$ cat src/rtl/div3_serial_core.sv
// div3_serial_core: iterative exact divide-by-3.
//
// The dividend is consumed MSB-first, DIGIT bits per cycle. Each step folds the
// 2-bit running remainder and one digit into a (2+DIGIT)-bit value t, emits the
// quotient digit t/3 and keeps t mod 3 as the new remainder. With DIGIT=4 each
// step is a 6-input function.
//
// Ports:
//   clk            rising-edge clock
//   rst            asynchronous active-high reset
//   in_valid       dividend offered
//   in_ready       core idle, can accept a dividend
//   in_dividend    unsigned dividend, WIDTH bits
//   out_valid      result available (held until out_ready)
//   out_ready      consumer takes the result
//   out_quotient   floor(dividend / 3)
//   out_remainder  dividend mod 3, always 0..2
//
// Optional build macro DIV3_EARLY_SKIP_EN: leading all-zero digits of the
// dividend are skipped at acceptance, so RUN lasts max(1, significant digits)
// cycles. Results are identical either way.

module div3_serial_core #(
   parameter int unsigned WIDTH = 64,
   parameter int unsigned DIGIT = 4
) (
   input  logic             clk,
   input  logic             rst,
   input  logic             in_valid,
   output logic             in_ready,
   input  logic [WIDTH-1:0] in_dividend,
   output logic             out_valid,
   input  logic             out_ready,
   output logic [WIDTH-1:0] out_quotient,
   output logic [1:0]       out_remainder
);

   localparam int unsigned NUM_DIGITS = WIDTH / DIGIT;
   localparam int unsigned CNT_W      = $clog2(NUM_DIGITS + 1);
   localparam int unsigned T_W        = DIGIT + 2;

   typedef enum logic [1:0] {StIdle, StRun, StDone} state_e;

   state_e             state_q, state_d;
   logic [WIDTH-1:0]   shift_q, shift_d;
   logic [WIDTH-1:0]   quot_q, quot_d;
   logic [1:0]         rem_q, rem_d;
   logic [CNT_W-1:0]   cnt_q, cnt_d;
   logic               in_ready_q, in_ready_d;
   logic               out_valid_q, out_valid_d;
   logic [WIDTH-1:0]   out_quot_q, out_quot_d;
   logic [1:0]         out_rem_q, out_rem_d;

   // One remainder-update step. rem_q <= 2 keeps t below 3*2^DIGIT, so the
   // quotient digit always fits in DIGIT bits.
   logic [DIGIT-1:0] digit;
   logic [T_W-1:0]   t;
   logic [DIGIT-1:0] qd;
   logic [1:0]       rem_nxt;

   assign digit   = shift_q[WIDTH-1 -: DIGIT];
   assign t       = {rem_q, digit};
   assign qd      = DIGIT'(t / T_W'(3));
   assign rem_nxt = 2'(t % T_W'(3));

   // Number of digit steps to skip at acceptance.
   logic [CNT_W-1:0] skip;

`ifdef DIV3_EARLY_SKIP_EN
   logic found;
   always_comb begin
      skip  = '0;
      found = 1'b0;
      for (int i = NUM_DIGITS - 1; i >= 0; i--) begin
         if (!found && (in_dividend[i*DIGIT +: DIGIT] == '0)) begin
            skip = skip + CNT_W'(1);
         end else begin
            found = 1'b1;
         end
      end
      // A zero dividend still runs exactly one step.
      if (skip == CNT_W'(NUM_DIGITS)) begin
         skip = CNT_W'(NUM_DIGITS - 1);
      end
   end
`else
   always_comb begin
      skip = '0;
   end
`endif

   always_comb begin
      state_d     = state_q;
      shift_d     = shift_q;
      quot_d      = quot_q;
      rem_d       = rem_q;
      cnt_d       = cnt_q;
      in_ready_d  = in_ready_q;
      out_valid_d = out_valid_q;
      out_quot_d  = out_quot_q;
      out_rem_d   = out_rem_q;

      unique case (state_q)
         StIdle: begin
            if (in_valid && in_ready_q) begin
               // Skipped leading zero digits contribute zero quotient digits and
               // leave the remainder at 0, so only the dividend needs aligning.
               shift_d    = in_dividend << (skip * DIGIT);
               quot_d     = '0;
               rem_d      = '0;
               cnt_d      = skip;
               in_ready_d = 1'b0;
               state_d    = StRun;
            end
         end
         StRun: begin
            shift_d = shift_q << DIGIT;
            quot_d  = {quot_q[WIDTH-DIGIT-1:0], qd};
            rem_d   = rem_nxt;
            cnt_d   = cnt_q + CNT_W'(1);
            if (cnt_q == CNT_W'(NUM_DIGITS - 1)) begin
               out_quot_d  = {quot_q[WIDTH-DIGIT-1:0], qd};
               out_rem_d   = rem_nxt;
               out_valid_d = 1'b1;
               state_d     = StDone;
            end
         end
         StDone: begin
            if (out_ready) begin
               out_valid_d = 1'b0;
               in_ready_d  = 1'b1;
               state_d     = StIdle;
            end
         end
         default: begin
            state_d = StIdle;
         end
      endcase
   end

   always_ff @(posedge clk or posedge rst) begin
      if (rst) begin
         state_q     <= StIdle;
         shift_q     <= '0;
         quot_q      <= '0;
         rem_q       <= '0;
         cnt_q       <= '0;
         in_ready_q  <= 1'b1;
         out_valid_q <= 1'b0;
         out_quot_q  <= '0;
         out_rem_q   <= '0;
      end else begin
         state_q     <= state_d;
         shift_q     <= shift_d;
         quot_q      <= quot_d;
         rem_q       <= rem_d;
         cnt_q       <= cnt_d;
         in_ready_q  <= in_ready_d;
         out_valid_q <= out_valid_d;
         out_quot_q  <= out_quot_d;
         out_rem_q   <= out_rem_d;
      end
   end

   assign in_ready      = in_ready_q;
   assign out_valid     = out_valid_q;
   assign out_quotient  = out_quot_q;
   assign out_remainder = out_rem_q;

endmodule
$ cat config.mk
export PLATFORM = sky130hd
export DESIGN_NAME = div3_serial_core
export DESIGN_NICKNAME = d
export VERILOG_FILES = /design/src/rtl/div3_serial_core.sv
export SDC_FILE = /design/constraint.sdc
export NUM_CORES = 1
export LEC_CHECK = 0
export BUFFER_PORTS_ARGS = -buffer_cell sky130_fd_sc_hd__buf_2
export CORE_MARGIN = 8
export CORE_UTILIZATION = 35
export DETAILED_ROUTE_END_ITERATION = 6
export PLACE_DENSITY = 0.52
export SLEW_MARGIN = 20
export SYNTH_ARGS = -nofsm -noshare
export SYNTH_HDL_FRONTEND = slang
export SYNTH_SLANG_ARGS = --single-unit
export TNS_END_PERCENT = 50
$ cat constraint.sdc
create_clock -name clk -period 8.01 [get_ports clk]
set_input_delay 0.801 -clock clk [delete_from_list [all_inputs] [get_ports clk]]
set_output_delay 0.801 -clock clk [all_outputs]
set_load 0.1 [all_outputs]
== Word level (Yosys, flattened, before mapping) ==
Cells that the tools add are included.

* Add/subtract/negate cells: 1
* Div/mod/pow operators: 2
* Equal/unequal tests: 6
* Muxes and demuxes: 18
* Reductions and logical operators: 10

{| class="wikitable"
|+ Operators by type and width
! cell !! count
|-
| 64-bit case mux with 2 select lines || 1
|-
| 60-bit case mux with 2 select lines || 1
|-
| 64-bit 2-to-1 mux || 1
|-
| 60-bit 2-to-1 mux || 1
|-
| 5-bit case mux with 2 select lines || 1
|-
| 3-bit AND reduction || 3
|-
| 2-bit 2-to-1 mux || 4
|-
| 6-bit by 2-bit divider with 6-bit output, second input constant || 1
|-
| 6-bit by 2-bit modulo with 6-bit output, second input constant || 1
|-
| 2-bit != test, second input constant || 3
|-
| 2-bit case mux with 3 select lines || 1
|-
| 2-bit nonzero test || 3
|-
| 5-bit by 1-bit adder with 5-bit output, second input constant || 1
|-
| 5-bit by 4-bit equality test with 1-bit output, second input constant || 1
|-
| 5-bit 2-to-1 mux || 1
|-
| 1-bit 2-to-1 mux || 4
|-
| 1-bit case mux with 2 select lines || 2
|-
| 2-bit case mux with 2 select lines || 1
|-
| 2-bit AND reduction || 2
|-
| 2-bit by 1-bit equality test with 1-bit output, second input constant || 1
|-
| 2-bit equality test, second input constant || 1
|-
| 2-bit logical NOT || 1
|-
| 1-bit logical AND || 1
|}

* Register bits after elaboration: 201
* Input bits: 68
* Output and inout bits: 68
* Word-level logic and storage cells: 46

== Depth between registers and ports, before layout ==
Gate-level depths: netlist of the first run.

* Depth after elaboration: 3
* Depth in mapped cells: 14
* Depth with buffers taken out: 13

== Least setup slack after synthesis of the first run ==
No wires, ideal clock.

* Path kind: reg-to-reg
* From: register rem_q[0]
* To: register out_rem_q[1] (netlist: out_remainder[1])
* Setup time: 0.125 ns
* Arrival time: 2.795 ns
* Required time: 7.885 ns
* Setup slack: 5.091 ns
* Cell stages (with the launch flop): 15
* Buffers on the path: 1
* Period minus slack after synthesis: 2.919 ns
* Path through: dfrtp_1 buf_6 or3b_4 a21oi_1 a31o_2 ha_1 or3_4 a31oi_1 and2b_1 nor2_1 ha_1 a31oi_1 o22a_2 o21bai_1 o21ai_1

* Cells in the longest elaborated chain, start to end: 1

{| class="wikitable"
|+ RTL lines
! what !! line !! source
|-
| start, declared || 47 || <nowiki>logic [1:0] rem_q, rem_d;</nowiki>
|-
| start signal, assigned || 156 || <nowiki>rem_q <= rem_d;</nowiki>
|-
| 6-bit by 2-bit modulo with 6-bit output || 64 || <nowiki>assign rem_nxt = 2'(t % T_W'(3));</nowiki>
|-
| end signal, assigned || 161 || <nowiki>out_rem_q <= out_rem_d;</nowiki>
|-
| end, declared || 52 || <nowiki>logic [1:0] out_rem_q, out_rem_d;</nowiki>
|}

Every way passes these cells.
A chain may end at the register's enable or synchronous reset.

== Final worst setup path of the first run ==
* From: register rem_q[1]
* To: register rem_q[1]

* Cells in the longest elaborated chain, start to end: 2

{| class="wikitable"
|+ RTL lines
! what !! line !! source
|-
| 6-bit by 2-bit modulo with 6-bit output || 64 ||
|-
| 2-bit case mux with 2 select lines || 103 || <nowiki>unique case (state_q)</nowiki>
|}

Every way passes these cells.

==> run metrics, run 1 <==
Initial Util 0.353; net count after synthesis 851; Row Count 56; startpoint class of the critical path register; Core ar. 0.0233 mm²; Crit. End Element register; vias in the first global route 6288; residual DRC count 0; PortBufs 135; proportion of layout cells with a drive suffix above 1 0.281; Tcrit/Tclk final 0.408; clk sinks 201; total negative slack 0 ns; Final ANT Viol Nets 0; Synth top cells by count 248 x nand2_1, 200 x dfrtp_1, 66 x nand3_1; antenna violations before repair 0; Pwr Density 225 mW/mm²; top cells by area, synth dfrtp_1 61%, nand2_1 11%, mux2_2 8.2%; leakage 5.20 nW; reg-to-reg endpoint rem_q[1]; Via density 4.83; Avg Cell Area, Syn 10.6 µm²; placed instance area 0.00914 mm²; setup ws final 4.74 ns; drt pass-1 iters 4; Yosys warnings 0; Cells after DPL 1188; Fmax 306 MHz; nets 967; GP Congestion 0.800; Max-Cap Viols 0; final hold vios 0; die footprint 0.0286 mm²; FF-to-FF setup slack 4.74 ns; register area share after synthesis 0.612; status completed; worst endpoint required time 8.35 ns; Max-Slew Margin vs Limit 0.328; share of the synthesized area in the top cell type 0.609; Total Wirelength 19.8 mm; Post-CTS Setup Inserts 0; Syn Std Cell Area 0.00822 mm²; CTS buffer count 24; number of distinct library cells after synthesis 47; cell area after layout 0.0100 mm²; FF-to-FF Start rem_q[1]; Syn Inst Count 779; Total GRT Usage 0.140; fin crit period 3.27 ns; Synth Register Bits 201; First DRT Iteration DRCs 409; Clock Pin Slew Worst Setup and Hold Paths 0.06 ns; wire per inst 16.1 µm; Worst Hold Class primary input to asynchronous set/reset pin; critical path class register to register; Critical Path AT 3.61 ns; die width 169 µm; Final Max Tran Viols 0; final cell count without fillers 1232; I/O pin total 136; post-CTS sizing 0; first-pass GRT wire length 33.4 mm; area leader, netlist dfrtp_1; Synth async-reset ratio 1.00; Vias 5946; Root Buffer clkbuf_16; final setup fails 0; Synth-to-Final Area Change 22.1%; maximum VDD drop 125 µV; worst-margin pin slew 1.01 ns; largest net degree at the start of global routing 124; total design power 2.26 mW; HPWL Detailed 12.0 mm; worst skew pair latency 0.51 ns; worst hold slack 0.427 ns; worst slack, placed 4.75 ns; critical path fanouts, max 12; Most used DFF post-synth dfrtp_1; number of synthesized flops with an enable pin 0; CTS Buffer Depth 3; Overflow after GRT 0; Die Ht 169 µm; Final Core Density 0.431; H-tree levels 1; FF-to-FF path depth 13; CTS tree done; # hold bufs at CTS 0; RSZ-0062 raised after global routing no; n_diodes 0; most common cell in the netlist nand2_1; worst clock skew 0.00919 ns
## cell usage in the layout, fill, tap and decap left out, types with 2 or more instances in the layout
cell / count
nand3_1: 66
o21ai_0: 16
nor2b_1: 2
buf_2: 135
nand2_1: 246
a22oi_1: 53
nor2_4: 2
ha_1: 4
inv_1: 6
o21ai_1: 4
clkinvlp_4: 2
nand2_4: 2
dfrtp_1: 200
clkbuf_16: 25
bufinv_16: 5
a31oi_1: 3
a21oi_1: 10
clkbuf_8: 5
nand4_1: 3
clkinv_2: 5
nor2_1: 16
mux2_2: 60
o22ai_1: 7
buf_4: 6
## kinds of logic after synthesis
logic type                 Yosys count  share of synthesized area
and+or+nand+nor                    350                      0.178
DFF                                201                      0.612
AOI/OAI and AO/OA                  104                     0.0852
muxes                               60                     0.0822
buffers and inverters               58                     0.0332
adders and majority gates            4                    0.00609
xor gates and xnor gates             2                    0.00304
## sequential cells by signal, summed over array words and instances, names as in the netlist
name	count
cnt_q	5
in_ready	1
out_quotient	64
out_remainder	2
out_valid	1
quot_q	60
rem_q	2
shift_q	64
state_q	2
## routing by layer
metal	track usage	share of wire	vias up
li1	-	-	2881
met1	0.191	0.48	2912
met2	0.222	0.46	125
met3	0.0295	0.047	28
met4	0.0373	0.020	0
met5	0	0	-
## worst max-delay path, stage by stage, from the launching register on
cell	delay [ns]
dfrtp_1	0.49
xnor2_1	0.25
nand2_1	0.08
a31o_2	0.25
ha_1	0.25
or3_4	0.42
a31oi_1	0.26
and2b_1	0.22
nor2_1	0.10
ha_1	0.19
a31oi_1	0.07
o22a_2	0.26
o21bai_1	0.18
o21ai_1	0.09
## where the power goes
part,internal (mW),total (mW),switching (mW)
clock network,0.775,1.21,0.432
logic,0.0122,0.0381,0.0259
registers,1.02,1.02,0
total,1.80,2.26,0.457
## how the worst max path moves through the flow
stage | from | slack [ns] | to | cells past startpoint
2_1_floorplan | rst | 1.73 | cnt_q[0] | 1
3_3_place_gp | rem_q[1] | 4.82 | out_remainder[1] | 13
3_5_place_dp | rem_q[1] | 4.75 | rem_q[1] | 13
4_1_cts | rem_q[1] | 4.72 | rem_q[1] | 13
5_1_grt | rem_q[0] | 4.47 | rem_q[1] | 13
6_report | rem_q[1] | 4.74 | rem_q[1] | 13
## final cells by class
type	instances	area, µm²
Fill cell	2304	13200
Sequential cell	201	5030
Multi-Input combinational cell	520	2950
Timing Repair Buffer	141	721
Clock buffer	31	698
Tap cell	319	399
Clock inverter	13	199
Inverter	7	33.8
Power figures use the tool's default switching activity.
==> run 2: changes to the inputs <==
--- a/config.mk
+++ b/config.mk
@@ -5,11 +5,12 @@
 export SDC_FILE = /design/constraint.sdc
 export NUM_CORES = 1
 export LEC_CHECK = 0
+export ABC_AREA = 1
 export BUFFER_PORTS_ARGS = -buffer_cell sky130_fd_sc_hd__buf_2
 export CORE_MARGIN = 8
 export CORE_UTILIZATION = 35
 export DETAILED_ROUTE_END_ITERATION = 6
-export PLACE_DENSITY = 0.52
+export PLACE_DENSITY = 0.54
 export SLEW_MARGIN = 20
 export SYNTH_ARGS = -nofsm -noshare
 export SYNTH_HDL_FRONTEND = slang
==> constraint.sdc (replaced) <==
create_clock -name clk -period 2.65 [get_ports clk]
set_input_delay 0.265 -clock clk [delete_from_list [all_inputs] [get_ports clk]]
set_output_delay 0.265 -clock clk [all_outputs]
set_load 0.1 [all_outputs]
==> run 2 against run 1 <==
Effect of this change: critical endpoint unchanged; clock skew up 0.0066 ns; wire length down 0.75%; largest cell class unchanged; area after synthesis is 3.4% lower; core utilization up 2.5 points; register-to-register slack got worse by 4.4 ns; largest power group is now combinational cells.
==> run metrics, run 2 <==
status completed; HPWL Detailed 12.4 mm (+3.9%); I/O pin total 136 (unchanged); nets 1093 (+13%); Final ANT Viol Nets 0 (unchanged); most common cell in the netlist nand2_1; Fmax 437 MHz (+43%); Die Ht 167 µm (-1.6%); First DRT Iteration DRCs 330 (-19%); FF-to-FF setup slack 0.36 ns (-4.38 ns); CTS Buffer Depth 3 (unchanged); GP Congestion 0.716 (-11%); hold path cells 3; register area share after synthesis 0.634 (+0.0215); die footprint 0.0278 mm² (-3.1%); cell area after layout 0.0102 mm² (+2.1%); maximum VDD drop 488 µV (+290%); clk sinks 201 (unchanged); H-tree levels 1 (unchanged); n_diodes 0 (unchanged); CP Capture Point rem_q[1]; final setup fails 0 (unchanged); WP depth 18 (+5); Total GRT Usage 0.142 (+0.00258); multi-input logic area 0.00240 mm² (-19%); worst skew pair latency 0.50 ns (about the same); Row Count 55 (-1.8%); wire per inst 14.9 µm (-7.3%); reg-to-reg endpoint rem_q[1]; top cells by area, synth dfrtp_1 63%, nand2_1 12%, o22ai_1 5.3%; number of distinct library cells after synthesis 27 (-43%); residual DRC count 0 (unchanged); Max-Cap Viols 0 (unchanged); Initial Util 0.354 (+0.000610); Synth Register Bits 201 (unchanged); net count after synthesis 908 (+6.7%); total negative slack 0 ns (unchanged); final hold vios 0 (unchanged); Crit. End Element register; Register Area 0.00503 mm² (unchanged); antenna violations before repair 1 (+1); Synth top cells by count 252 x nand2_1, 200 x dfrtp_1, 79 x inv_1; total design power 14.5 mW (+540%); RSZ-0062 raised after global routing no; final cell count without fillers 1319 (+7.1%); Clock Pin Slew Worst Setup and Hold Paths 0.06 ns (about the same); worst-margin pin slew 0.569 ns (-0.440 ns); placed instance area 0.00895 mm² (-2.1%); Critical Path AT 2.67 ns (-0.94 ns); Yosys warnings 0 (unchanged); Syn Inst Count 836 (+7.3%); fin crit period 2.29 ns (-0.983 ns); number of synthesized flops with an enable pin 0 (unchanged); startpoint class of the critical path register; delay-heaviest family, CP simple AND/OR/NAND/NOR gates; first-pass GRT wire length 33.8 mm (+1.4%); vias in the first global route 6613 (+5.2%); PortBufs 135 (unchanged); Synth async-reset ratio 1.00 (unchanged); Most used DFF post-synth dfrtp_1; area leader, netlist dfrtp_1; critical path fanouts, max 4 (-8); Overflow after GRT 0 (unchanged); worst clock skew 0.0158 ns (+0.00663 ns); worst endpoint required time 3.03 ns (-5.32 ns); drt pass-1 iters 4 (unchanged); commonest non-fill, non-tap cells in the layout 252 x nand2_1, 200 x dfrtp_1, 135 x buf_2; Pwr Density 1410 mW/mm² (+530%); # fillers 2192 (-4.9%); post-CTS sizing 0 (unchanged); Root Buffer clkbuf_16; most common cell after layout, fill and taps aside nand2_1; Final Max Tran Viols 0 (unchanged); Core ar. 0.0224 mm² (-3.6%); Tcrit/Tclk final 0.863 (+0.455); die width 167 µm (-1.6%); Total Wirelength 19.6 mm (-0.75%); largest net degree at the start of global routing 95 (-23%); leakage 5.13 nW (-1.4%); crit-path cells inv_1 > nand3_1 > nand2_2 > inv_2 > a21oi_1 > nor2_1 > ha_1 > a21oi_2 > nand2_1 > nand2_1 > inv_1 > ha_1 > inv_1 > nand2_1 > inv_2 > nand3_1 > nand3_1 > nand2_1; Worst Hold Class primary input to register; Max-Slew Margin vs Limit 0.621 (+0.293); CP most frequent cell nand2_1; WP buf/inv 5 (+5); CTS tree done; Vias 6206 (+4.4%); FF-to-FF Start shift_q[63]; Via density 4.71 (-2.5%); beginning of the critical path shift_q[63]; Avg Cell Area, Syn 9.50 µm² (-10%); Synth-to-Final Area Change 29.0%; proportion of layout cells with a drive suffix above 1 0.201 (-0.0803); FF-to-FF path depth 18 (+5); Syn Std Cell Area 0.00794 mm² (-3.4%); Cells after DPL 1224 (+3.0%); Min-Delay Startpoint in_dividend[57]; Max stage delay cell, worst path dfrtp_1; share of the synthesized area in the top cell type 0.630 (+0.0214); crit-path max cell delay 0.42 ns (-0.07 ns); CTS buffer count 23 (-4.2%); critical path class register to register
==> run 2: cell count changes in the layout (fill, tap and decap cells not counted), sizes merged, moves of 8 or more <==
| cell | delta |
|---|---|
| inv | +78 |
| mux2 | -60 |
| o22ai | +60 |
| dlygate4sd3 | +57 |
| a22oi | -53 |
| o21ai | +49 |
| nand2 | +14 |
| buf | +8 |
==> run 2: stage by stage <==
stage	utilization	hold WS [ns]	setup WS, ns
2_1_floorplan	-	0.356	-0.217
3_3_place_gp	0.399	0.358	0.425
3_5_place_dp	0.399	0.357	0.367
4_1_cts	0.457	0.00580	0.337
5_1_grt	0.457	0.0341	0.0570
6_report	0.457	0.0292	0.363
==> run 2: worst min path at each step <==
stage / endpoint
6_report: shift_q[57]
5_1_grt: shift_q[57]
4_1_cts: shift_q[57]
3_5_place_dp: shift_q[47]
3_3_place_gp: shift_q[47]
2_1_floorplan: state_q[1]
==> run 2: logic make-up (layout without fill, tap and decap cells) <==
logic type / Yosys count / count (layout) / share of synthesized area
simple gates: 346 / 346 / 0.183
buf+inv: 133 / 331 / 0.0662
fa+ha+maj: 4 / 4 / 0.00630
flops: 201 / 201 / 0.634
compound gates: 152 / 152 / 0.111
==> run 2: per-layer routing <==
metal,vias to the layer above,global-route usage,wire (µm)
li1,3089,-,-
met1,2934,0.192,9380
met2,151,0.228,8820
met3,30,0.0355,1120
met4,2,0.0313,296
met5,-,0,13
==> run 2: cell type report <==
class | count | area share
clock buffer | 35 | 0.0645
clock inverter | 3 | 0.00659
inverter | 87 | 0.0325
multi-input combinational | 502 | 0.234
sequential | 201 | 0.491
tap | 285 | 0.0348
timing repair buffer | 206 | 0.137
==> run 2: where the power goes <==
part	internal, mW	switching, mW	leakage (nW)
Combinational	1.49	5.12	2.11
Sequential	4.22	0.545	2.67
Clock	1.90	1.20	0.350
==> run 2: worst reg2reg max path, stage by stage (launching register included) <==
cell,delay (ns)
dfrtp_1,0.42
inv_1,0.12
nand3_1,0.10
nand2_2,0.08
inv_2,0.05
a21oi_1,0.14
nor2_1,0.08
ha_1,0.22
a21oi_2,0.17
nand2_1,0.07
nand2_1,0.08
inv_1,0.05
ha_1,0.16
inv_1,0.05
nand2_1,0.05
inv_2,0.08
nand3_1,0.10
nand3_1,0.10
nand2_1,0.06
==> run 2: what timing repair did <==
item,in CTS,in global routing
setup buffers,0,0
endpoints found under the hold margin,72,0
endpoints found under the setup margin,0,0
hold buffers,57,0
